$ cat src/rtl/nx_indirect_access_sequencer.sv
// Sequences a single indirect RAM access: write-data register, command
// register, status poll with busy timeout, then a one-cycle response.
module nx_indirect_access_sequencer #(
   parameter int unsigned CMND_ADDRESS    = 0,
   parameter int unsigned DATA_ADDRESS    = 4,
   parameter int unsigned N_REG_ADDR_BITS = 16,
   parameter int unsigned N_DATA_BITS     = 32,
   parameter int unsigned N_ENTRIES       = 1024,
   parameter int unsigned N_TIMEOUT_BITS  = 8,
   parameter logic [3:0]  OP_WRITE        = 4'h1,
   parameter logic [3:0]  OP_READ         = 4'h2,
   localparam int unsigned AW = (N_ENTRIES > 1) ? $clog2(N_ENTRIES) : 1
) (
   input  logic                       clk,
   input  logic                       rst,
   input  logic                       req_valid,
   output logic                       req_ready,
   input  logic                       req_write,
   input  logic [AW-1:0]              req_addr,
   input  logic [N_DATA_BITS-1:0]     req_wdata,
   output logic                       rsp_valid,
   output logic [2:0]                 rsp_status,
   output logic [N_DATA_BITS-1:0]     rsp_rdata,
   output logic [N_REG_ADDR_BITS-1:0] reg_addr,
   output logic                       wr_stb,
   output logic [N_DATA_BITS-1:0]     wr_dat,
   output logic [3:0]                 cmnd_op,
   output logic [AW-1:0]              cmnd_addr,
   input  logic [2:0]                 stat_code,
   input  logic [N_DATA_BITS-1:0]     rd_dat,
   output logic [7:0]                 timeout_cnt
);

   localparam logic [AW:0] ADDR_LAST = (AW+1)'(N_ENTRIES - 1);
   localparam logic [2:0] ST_OK      = 3'd0;
   localparam logic [2:0] ST_BUSY    = 3'd1;
   localparam logic [2:0] ST_RANGE   = 3'd6;
   localparam logic [2:0] ST_TIMEOUT = 3'd7;

   typedef enum logic [2:0] {
      S_IDLE,
      S_DATA,
      S_CMND,
      S_WAIT,
      S_RESP
   } state_t;

   state_t state, state_nxt;

   logic                      wr_q;
   logic [AW-1:0]             addr_q;
   logic [N_DATA_BITS-1:0]    wdata_q;
   logic                      guard_q;
   logic [N_TIMEOUT_BITS-1:0] busy_cnt;
   logic [2:0]                status_q;
   logic [N_DATA_BITS-1:0]    rdata_q;

   logic                      accept;
   logic                      oor;
   logic                      busy;
   logic [N_TIMEOUT_BITS-1:0] busy_inc;
   logic                      expire;
   logic                      polling;

   assign accept   = req_valid & req_ready;
   assign oor      = {1'b0, req_addr} > ADDR_LAST;
   assign busy     = stat_code == ST_BUSY;
   assign busy_inc = busy_cnt + 1'b1;
   assign expire   = busy & (&busy_inc);
   assign polling  = (state == S_WAIT) & ~guard_q;

   always_ff @(posedge clk or posedge rst) begin
      if (rst) begin
         state <= S_IDLE;
      end else begin
         state <= state_nxt;
      end
   end

   always_comb begin
      state_nxt = state;
      unique case (state)
         S_IDLE: begin
            if (accept) begin
               if (oor)            state_nxt = S_RESP;
               else if (req_write) state_nxt = S_DATA;
               else                state_nxt = S_CMND;
            end
         end
         S_DATA: state_nxt = S_CMND;
         S_CMND: state_nxt = S_WAIT;
         S_WAIT: begin
            if (polling && (!busy || expire)) state_nxt = S_RESP;
         end
         S_RESP: state_nxt = S_IDLE;
         default: state_nxt = S_IDLE;
      endcase
   end

   always_comb begin
      req_ready = 1'b0;
      rsp_valid = 1'b0;
      wr_stb    = 1'b0;
      reg_addr  = '0;
      wr_dat    = '0;
      cmnd_op   = '0;
      cmnd_addr = '0;
      unique case (state)
         S_IDLE: req_ready = 1'b1;
         S_DATA: begin
            wr_stb   = 1'b1;
            reg_addr = N_REG_ADDR_BITS'(DATA_ADDRESS);
            wr_dat   = wdata_q;
         end
         S_CMND: begin
            wr_stb    = 1'b1;
            reg_addr  = N_REG_ADDR_BITS'(CMND_ADDRESS);
            cmnd_op   = wr_q ? OP_WRITE : OP_READ;
            cmnd_addr = addr_q;
         end
         S_WAIT: begin
            cmnd_op   = wr_q ? OP_WRITE : OP_READ;
            cmnd_addr = addr_q;
         end
         S_RESP: rsp_valid = 1'b1;
         default: ;
      endcase
   end

   // Request capture, status polling and response registers
   always_ff @(posedge clk or posedge rst) begin
      if (rst) begin
         wr_q        <= 1'b0;
         addr_q      <= '0;
         wdata_q     <= '0;
         guard_q     <= 1'b0;
         busy_cnt    <= '0;
         status_q    <= '0;
         rdata_q     <= '0;
         timeout_cnt <= '0;
      end else begin
         if (accept) begin
            wr_q    <= req_write;
            addr_q  <= req_addr;
            wdata_q <= req_wdata;
            if (oor) begin
               status_q <= ST_RANGE;
               rdata_q  <= '0;
            end
         end
         if (state == S_CMND) begin
            guard_q  <= 1'b1;
            busy_cnt <= '0;
         end
         if (state == S_WAIT) begin
            guard_q <= 1'b0;
         end
         if (polling) begin
            if (!busy) begin
               status_q <= stat_code;
               rdata_q  <= (!wr_q && stat_code == ST_OK) ? rd_dat : '0;
            end else begin
               busy_cnt <= busy_inc;
               if (expire) begin
                  status_q <= ST_TIMEOUT;
                  rdata_q  <= '0;
                  if (timeout_cnt != 8'hFF) timeout_cnt <= timeout_cnt + 8'd1;
               end
            end
         end
      end
   end

   assign rsp_status = status_q;
   assign rsp_rdata  = rdata_q;

endmodule
$ cat config.mk
export PLATFORM = sky130hd
export DESIGN_NAME = nx_indirect_access_sequencer
export DESIGN_NICKNAME = d
export VERILOG_FILES = /design/src/rtl/nx_indirect_access_sequencer.sv
export SDC_FILE = /design/constraint.sdc
export NUM_CORES = 1
export LEC_CHECK = 0
export CORE_MARGIN = 2
export CORE_UTILIZATION = 45
export DETAILED_ROUTE_END_ITERATION = 7
export GPL_TIMING_DRIVEN = 0
export PLACE_DENSITY = 0.91
export SYNTH_ARGS = -nofsm -noshare
export SYNTH_HDL_FRONTEND = slang
export SYNTH_SLANG_ARGS = --single-unit
$ cat constraint.sdc
create_clock -name clk -period 8.6 [get_ports clk]
set_input_delay 0.86 -clock clk [delete_from_list [all_inputs] [get_ports clk]]
set_output_delay 0.86 -clock clk [all_outputs]
set_load 0.01 [all_outputs]
==> impl_metrics.json <==
{
  "min_period_ns": 3.43,
  "critPathMaxFanout": 10,
  "tns_ns": 0,
  "grt_pass1_vias": 3869,
  "cts_setup_buffers": 0,
  "power.density_nw_per_um2": 265,
  "crit_type": "flop to primary output",
  "grt_first_pass_wirelength_um": 18600,
  "hold_viol_final": 0,
  "cts_buffer_depth": 2,
  "fmax_ghz": 0.291,
  "drc": 0,
  "clk_pin_slew_ns": 0.09,
  "h-tree-depth": 3,
  "core-area_um2": 10200,
  "avgRoutedWirePerCell_um": 15.0,
  "syn-instance-count": 425,
  "gr-total-overflow": 0,
  "rsz0062_at_grt": "no",
  "dr.pass1.iters": 4,
  "critPathCaptureType": "primary output",
  "dpl.hpwl_um": 8880,
  "fill_cells": 750,
  "cts-root-buf": "clkbuf_8",
  "outcome": "finished, final reports clean",
  "fin_nets": 708,
  "num_vias": 3709,
  "drive_gt1_share_pct": 15.4,
  "ys_ff_latch": 98,
  "fin_skew_ns": 0.0119,
  "grt_max_degree": 58,
  "final_core_util_pct": 67.0,
  "p_leak_nw": 2.91,
  "cts.sinks": 98,
  "worst_skew_pair.late_latency_ns": 0.35,
  "tightest_slew_ns": 0.794,
  "synth.yosys.seq_area_share_pct": 52.0,
  "track_usage_pct": 20.8,
  "layout_common_cells": "clkdlybuf4s50_1, dfrtp_1, nand2_1",
  "cp.required_ns": 7.74,
  "postRouteAntennaNets": 0,
  "initial_core_util_pct": 46.1,
  "portBuffers": 171,
  "fin_crit_sh_pct": 39.9,
  "worst_ep_arrival_time_ns": 2.57,
  "die_y_um": 106,
  "cts_resized": 0,
  "drt_iter0_drc": 134,
  "cts_tree": "built",
  "slew_headroom_pct": 46.6,
  "hp-class": "flop to flop",
  "antenna_found_initial": 0,
  "place.gp.congestion": 0.836,
  "yosysWarnings": 0,
  "routed_via_density": 4.85,
  "setup_viol": 0,
  "yosysUniqueCellTypes": 45,
  "cts_buffers": 9,
  "final_common_cell": "clkdlybuf4s50_1",
  "cap_violations": 0,
  "rows": 37,
  "die_area_um2": 11300,
  "hold_buffers": 0,
  "total_power_mw": 1.82,
  "ios": 189,
  "antenna_cells": 0,
  "syn_avg_cell_area_um2": 11.1,
  "slew_viol_final": 0,
  "area_growth_pct": 45.3,
  "ir_worst_vdd_uv": 174,
  "die_x_um": 106,
  "start_kind": "flop",
  "drt_wl_total_um": 11400,
  "whs_ns": 0.504,
  "syn_area_um2": 4710
}
==> cells in the mapped netlist (all sizes together) <==
master        number  area share, %
a2111o             1           0.24
a211o              1           0.21
a211oi             2           0.32
a21oi              4           0.50
a221oi             1           0.19
a31oi              2           0.27
and2              44            5.8
and2b              1           0.16
and3               2           0.29
buf               27            4.9
clkbuf             7           0.58
conb               1          0.080
dfrtp             98             52
dlygate4sd1        1           0.19
dlymetal6s2s       2           0.53
ha                 3           0.80
inv               37            2.9
mux2              46             11
mux2i             32            6.8
nand2             48            3.8
nand2b             2           0.27
nand3              6           0.74
nor2              14            1.1
nor2b              1           0.13
nor3               9            1.1
nor3b              3           0.48
nor4               1           0.13
nor4bb             1           0.21
o21ai             12            1.3
o22a               1           0.21
o31ai              1           0.16
o32a               1           0.24
o41ai              2           0.37
or3                2           0.27
or3b               1           0.19
xnor2              3           0.56
xor2               5           0.93
==> path summary, 6_finish.rpt <==
path / start / to / slack [ns] / depth (start not counted)
min in group asynchronous: rst / rsp_rdata[7] / 0.91 / 2
max reg2reg: state[2] / timeout_cnt[7] / 6.11 / 6
max in group asynchronous: rst / busy_cnt[6] / 7.03 / 3
max: state[0] / wr_dat[21] / 5.17 / 6
min reg2reg: rsp_status[0] / rsp_status[0] / 0.50 / 1
min: rsp_status[0] / rsp_status[0] / 0.50 / 1
==> final cells by class <==
cell class	count	area, um2	share of cell area [%]
sequential	98	2450	35.8
multi-input combinational	269	1890	27.6
timing repair buffer	172	1740	25.4
buffer	37	293	4.27
tap	136	170	2.48
inverter	37	141	2.06
clock buffer	12	135	1.97
clock inverter	4	28.8	0.420
==> cells by family (layout without fill, tap and decap cells) <==
kind of cell,after synthesis,count (layout),synth area share [%]
adders and majority gates,3,3,0.796
xor gates and xnor gates,8,8,1.49
muxes,78,78,17.8
and+or+nand+nor,135,135,14.7
DFF,98,98,52.0
buffers and inverters,74,262,9.16
AOI/OAI and AO/OA,28,28,3.98
other,1,17,0.0795
==> critical path, stage by stage, from the launching register on <==
cell             delay [ns]
dfrtp_1                0.33
buf_4                  0.15
inv_1                  0.07
nor3_1                 0.52
clkbuf_1               0.36
and2_1                 0.23
clkdlybuf4s50_1        0.56
==> where the power goes <==
group / internal [mW] / switching (mW) / leakage (nW)
registers: 0.621 / 0.0827 / 1.26
clock network: 0.106 / 0.155 / 0.0766
logic: 0.493 / 0.360 / 1.57
==> stage by stage <==
step           instance area (um2)  instances  setup WS [ns]
2_1_floorplan                 4770        441           5.18
4_1_cts                       6850        765           5.13
3_5_place_dp                  6690        749           5.42
6_report                      6850        765           5.17
5_1_grt                       6850        765           5.02
3_3_place_gp                  6660        748           3.80
==> routing by layer <==
layer / global-route usage [%] / part of all wire, % / vias up
li1: - / - / 1757
met1: 24.0 / 39 / 1763
met2: 36.3 / 49 / 178
met3: 6.93 / 10 / 11
met4: 7.05 / 1.4 / 0
met5: 0 / 0 / -
==> registers in the layout (all words and copies together) (netlist names) <==
| name | count |
|---|---|
| rsp_rdata | 32 |
| wdata_q | 32 |
| addr_q | 10 |
| busy_cnt | 8 |
| timeout_cnt | 8 |
| rsp_status | 3 |
| state | 3 |
| guard_q | 1 |
| wr_q | 1 |
No activity file was read; power rests on OpenSTA's default activity.
